$ cat src/rtl/rr_arbiter_pkg.sv
// Shared definitions for the round-robin arbiter: FSM state encoding and
// default sizing constants.
package rr_arbiter_pkg;

   localparam int RR_N_DEFAULT        = 4;
   localparam int RR_HOLD_MAX_DEFAULT = 8;

   typedef enum logic [1:0] {
      IDLE    = 2'd0,
      GRANT   = 2'd1,
      RELEASE = 2'd2
   } rr_state_t;

endpackage

$ cat src/rtl/rr_pick.sv
// Rotating-priority search. Returns the first set request bit found when
// scanning upward from ptr, wrapping from N-1 back to 0.
//   req   : request vector
//   ptr   : index with highest priority this cycle (always < N)
//   valid : at least one request bit is set
//   idx   : index of the winning requester (0 when valid is low)
module rr_pick
   import rr_arbiter_pkg::*;
#(
   parameter int N    = RR_N_DEFAULT,
   parameter int ID_W = $clog2(N)
) (
   input  logic [N-1:0]    req,
   input  logic [ID_W-1:0] ptr,
   output logic            valid,
   output logic [ID_W-1:0] idx
);

   int c;

   // Scan from the farthest offset down to offset 0 so that the closest
   // requester to ptr is the last (and therefore final) assignment.
   always_comb begin
      valid = 1'b0;
      idx   = '0;
      c     = 0;
      for (int i = N - 1; i >= 0; i--) begin
         c = int'(ptr) + i;
         if (c >= N) begin
            c = c - N;
         end
         if (req[c[ID_W-1:0]]) begin
            valid = 1'b1;
            idx   = c[ID_W-1:0];
         end
      end
   end

endmodule

$ cat src/rtl/rr_arbiter.sv
// Round-robin arbiter with a per-owner hold limit. The owner keeps the grant
// until it drops its request or has held it for HOLD_MAX cycles, then one
// gap cycle follows before the next winner is granted.
//   clk     : clock, all state changes on the rising edge
//   resetn  : asynchronous active-low reset
//   en      : arbitration enable, blocks new grants only
//   req     : request vector, bit i = requester i
//   gnt     : registered one-hot grant, zero when nobody owns the resource
//   gnt_id  : index of the current owner, zero when gnt is zero
//   busy    : high whenever gnt is non-zero
//   expired : one-cycle pulse in the gap cycle after a hold-limit revoke
//
// state   | meaning
// IDLE    | no owner; arbitrate when en is high
// GRANT   | owner holds the grant; hold_cnt counts its cycles
// RELEASE | one-cycle gap with gnt=0; ptr already points past last owner
module rr_arbiter
   import rr_arbiter_pkg::*;
#(
   parameter int N        = RR_N_DEFAULT,
   parameter int HOLD_MAX = RR_HOLD_MAX_DEFAULT
) (
   input  logic                 clk,
   input  logic                 resetn,
   input  logic                 en,
   input  logic [N-1:0]         req,
   output logic [N-1:0]         gnt,
   output logic [$clog2(N)-1:0] gnt_id,
   output logic                 busy,
   output logic                 expired
);

   localparam int ID_W = $clog2(N);
   localparam int HC_W = $clog2(HOLD_MAX + 1);
   localparam logic [N-1:0] GNT_ONE = {{(N-1){1'b0}}, 1'b1};

   rr_state_t         state_q, state_d;
   logic [ID_W-1:0]   owner_q, owner_d;
   logic [ID_W-1:0]   ptr_q, ptr_d;
   logic [HC_W-1:0]   hold_q, hold_d;
   logic [N-1:0]      gnt_q, gnt_d;
   logic              busy_q, busy_d;
   logic              expired_q, expired_d;
   logic [ID_W-1:0]   ptr_after_owner;

   logic              pick_valid;
   logic [ID_W-1:0]   pick_idx;

   rr_pick #(
      .N    (N),
      .ID_W (ID_W)
   ) u_pick (
      .req   (req),
      .ptr   (ptr_q),
      .valid (pick_valid),
      .idx   (pick_idx)
   );

   assign ptr_after_owner = (owner_q == ID_W'(N - 1)) ? '0 : owner_q + ID_W'(1);

   always_ff @(posedge clk or negedge resetn) begin
      if (!resetn) begin
         state_q   <= IDLE;
         owner_q   <= '0;
         ptr_q     <= '0;
         hold_q    <= '0;
         gnt_q     <= '0;
         busy_q    <= 1'b0;
         expired_q <= 1'b0;
      end else begin
         state_q   <= state_d;
         owner_q   <= owner_d;
         ptr_q     <= ptr_d;
         hold_q    <= hold_d;
         gnt_q     <= gnt_d;
         busy_q    <= busy_d;
         expired_q <= expired_d;
      end
   end

   always_comb begin
      state_d   = state_q;
      owner_d   = owner_q;
      ptr_d     = ptr_q;
      hold_d    = hold_q;
      expired_d = 1'b0;

      case (state_q)
         IDLE, RELEASE: begin
            if (en && pick_valid) begin
               state_d = GRANT;
               owner_d = pick_idx;
               hold_d  = HC_W'(1);
            end else begin
               state_d = IDLE;
               owner_d = '0;
               hold_d  = '0;
            end
         end
         GRANT: begin
            // A dropped request takes precedence over the hold limit, so a
            // coincident drop never reports an expiry.
            if (!req[owner_q]) begin
               state_d = RELEASE;
               ptr_d   = ptr_after_owner;
               owner_d = '0;
               hold_d  = '0;
            end else if (hold_q == HC_W'(HOLD_MAX)) begin
               state_d   = RELEASE;
               ptr_d     = ptr_after_owner;
               owner_d   = '0;
               hold_d    = '0;
               expired_d = 1'b1;
            end else begin
               hold_d = hold_q + HC_W'(1);
            end
         end
         default: begin
            state_d = IDLE;
            owner_d = '0;
            hold_d  = '0;
         end
      endcase

      busy_d = (state_d == GRANT);
      gnt_d  = busy_d ? (GNT_ONE << owner_d) : '0;
   end

   assign gnt     = gnt_q;
   assign gnt_id  = owner_q;
   assign busy    = busy_q;
   assign expired = expired_q;

endmodule

$ cat config.mk
export PLATFORM = sky130hd
export DESIGN_NAME = rr_arbiter
export DESIGN_NICKNAME = d
export VERILOG_FILES = /design/src/rtl/rr_arbiter_pkg.sv /design/src/rtl/rr_pick.sv /design/src/rtl/rr_arbiter.sv
export SDC_FILE = /design/constraint.sdc
export NUM_CORES = 1
export LEC_CHECK = 0
export ABC_AREA = 0
export BUFFER_PORTS_ARGS = -buffer_cell sky130_fd_sc_hd__buf_2
export CORE_MARGIN = 3
export CORE_UTILIZATION = 52
export DETAILED_ROUTE_END_ITERATION = 7
export PLACE_DENSITY = 0.74
export REMOVE_ABC_BUFFERS = 1
export SLEW_MARGIN = 40
export SYNTH_ARGS = -nofsm -noshare
export SYNTH_HDL_FRONTEND = slang
export SYNTH_SLANG_ARGS = --single-unit
$ cat constraint.sdc
create_clock -name clk -period 1.7 [get_ports clk]
set_input_delay 0.17 -clock clk [delete_from_list [all_inputs] [get_ports clk]]
set_output_delay 0.17 -clock clk [all_outputs]
set_load 0.02 [all_outputs]
==> impl_metrics.csv <==
group,metric,value,unit
status,outcome,"finished, final reports clean",
global_routing,grt_max_degree,17,
layout,drive_gt1_share,31.1,%
worst_setup_path,crit_fanout,6,
synth,yosysTopAreaCell,"dfrtp_1",
layout,fin_area,917,sq um
global_routing,overflow,0,
timing,rsz0062_at_grt,"no",
worst_setup_path,crit_path_end,"ptr_q[0]$_DFFE_PN0P_",
routing,drc_errors,0,
layout,fillers,116,
synth,synth_common_cells,"dfrtp_1, nand2_1, nor2_1",
routing,drt_iter0_markers,6,
flow_run,cap_viol_max_count,0,
routing,drtAntennaViolNets,0,
layout,regArea,400,sq um
placement,dpl_cell_area,881,sq um
worst_setup_path,r2r_cells,4,
routing,routedWlPerCell,12.6,um
floorplan,coreArea,0.00137,sq mm
placement,gp_congestion,0.911,
synth,avgSynthCellArea,11.0,sq um
pwr,p_leak,0.463,nW
timing,slew-limit-headroom,63.5,%
synth,synthCells,72,
worst_setup_path,cp.arrival,1.80,ns
layout,antennaDiodeCount,0,
cts,cts_root_buf,"clkbuf_4",
synth,yosysSeqAreaShare,50.6,%
worst_setup_path,crit_required,1.87,ns
synth,synth_top_area_share,50.6,%
cts,clock_path_buffers,2,
floorplan,io_pins,15,
routing,vias_per_cell,5.50,
timing,max_slew.worst_pin.slew,0.540,ns
synth,synthTopCellsByArea,"dfrtp_1, ha_1, mux2_2, mux2i_1, nand2_1",
timing,finalHoldViolations,0,
synth,synthMostInstantiatedCell,"dfrtp_1",
layout,multiInputGateArea,380,sq um
floorplan,initial_core_util,58.0,%
routing,first_pass_iters,5,
cts,clkSlewWorstSetupHoldPaths,0.09,ns
floorplan,row_count,13,
global_routing,antenna_found_initial,0,
floorplan,die_h,45.0,um
routing,wl,1.32,mm
timing,finalMaxSlewViolations,0,
timing,fin_ws,0.0692,ns
synth,synth_cell_types,29,
synth,synth_edf_count,0,
synth,yosys_warnings,0,
synth,ys_ff_latch,16,
layout,num-nets-final,102,
cts,ctsHtreeMaxLevel,1,
min_path,min_path_type,"in -> reg",
pwr,p_per_area,1370,mW/mm^2
worst_setup_path,reg2reg_setup_slack,0.07,ns
worst_setup_path,path_class,"reg -> reg",
pwr,ir_worst_vdd,761,uV
placement,dp_slack,0.00857,ns
global_routing,grt_first_pass_wirelength,2.17,mm
synth,ys.flop_type,"dfrtp_1",
layout,area_delta_synth_final,15.8,%
floorplan,die-area,0.00203,sq mm
worst_setup_path,startpoint,"gnt_id[1]$_DFF_PN0_",
worst_setup_path,r2r_start,"gnt_id[1]$_DFF_PN0_",
timing,finalSetupViolCount,0,
placement,placement.io_buffers,14,
timing,fin_skew,0.00675,ns
timing,finalCritPeriodShare,95.9,%
global_routing,first_global_vias,541,
global_routing,grt_use_total,15.0,%
routing,vias,578,
timing,period_needed,1.63,ns
synth,synthArstFlopShare,100,%
worst_setup_path,start_kind,"flip-flop",
cts,clock_latency,0.28,ns
worst_setup_path,end_kind,"flip-flop",
cts,cts_tree,"done",
worst_setup_path,regToRegEndpoint,"ptr_q[0]$_DFFE_PN0P_",
timing,fin_setup_tns,0,ns
cts,cts_buffers,3,
floorplan,die_w,45.0,um
timing,clock.fmax,0.613,GHz
synth,synthesis.area,792,sq um
cts,cts_sinks,16,
[timing repair]
action,in CTS,in global routing
resized for setup,1,0
hold endpoints to repair,16,0
hold buffers,1,0
endpoints found under the setup margin,2,0
buffers inserted,0,0
[worst min path at each step]
stage	startpoint	end	slack, ns	depth (start not counted)
after global placement	resetn	hold_q[3]$_DFF_PN0_	0.09	1
after CTS	en	busy$_DFF_PN0_	0.29	4
final	en	busy$_DFF_PN0_	0.29	4
after global routing	en	state_q[0]$_DFF_PN0_	0.32	4
after detailed placement	resetn	hold_q[3]$_DFF_PN0_	0.09	1
after floorplan	resetn	busy$_DFF_PN0_	-0.13	0
[worst max-delay path, cell delays in order (launching register included)]
cell and delay [ns]:
dfrtp_1 0.48, mux2i_1 0.27, mux2i_1 0.16, a21oi_2 0.25, mux2_2 0.35
[layout by cell type (no fill, tap or decap), drive strengths merged, types with 3 or more instances in the layout]
cell / instances
mux2: 3
mux2i: 3
dfrtp: 16
ha: 3
inv: 4
a21oi: 3
buf: 14
nand2: 8
clkbuf: 3
nand2b: 3
nor2: 6
[where the power goes]
| group | internal [mW] | leakage [nW] | switching, mW |
|---|---|---|---|
| Sequential | 0.490 | 0.209 | 0.0783 |
| Clock | 0.0821 | 0.0138 | 0.109 |
| Combinational | 0.227 | 0.240 | 0.275 |
| Total | 0.799 | 0.463 | 0.462 |
[metal layers]
metal	vias to the layer above	global-route usage, %	share of wire (%)
li1	295	-	-
met2	17	24.9	44
met3	2	3.59	5.7
met4	0	7.02	1.3
met1	264	18.2	49
met5	-	0	0
[flip-flops by register name, indices dropped and copies added (netlist names)]
name,cells
gnt,4
hold_q,4
gnt_id,2
ptr_q,2
state_q,2
busy,1
expired,1
[cell type report]
class                   count  share of cell area, %
repair buffers             15                   8.73
flip-flops and latches     16                   43.7
clock buffers               3                   2.46
multi-input cells          52                   41.5
well taps                  15                   2.05
inverters                   4                   1.64
[cell families (layout without fill, tap and decap cells)]
kind of cell             after synthesis  after routing  synth area share (%)
AND/OR/NAND/NOR                       29             29                  21.0
flip-flops                            16             16                  50.6
AO/OA/AOI/OAI                         12             12                  11.5
multiplexers                           6              6                  8.06
buffers and inverters                  4             22                  1.90
adder cells (fa/ha/maj)                3              3                  4.74
XOR/XNOR                               2              2                  2.21
[stage by stage]
step           hold WS (ns)  total power, mW  cells  utilization, %
4_1_cts               0.289             1.27    105            67.1
3_5_place_dp         0.0936             1.07    101            64.5
5_1_grt               0.325             1.36    105            67.1
2_1_floorplan        -0.126            0.938     72               -
3_3_place_gp         0.0906             1.07    101            64.5
6_report              0.295             1.26    105            67.1
No activity file was read; power rests on OpenSTA's default activity.
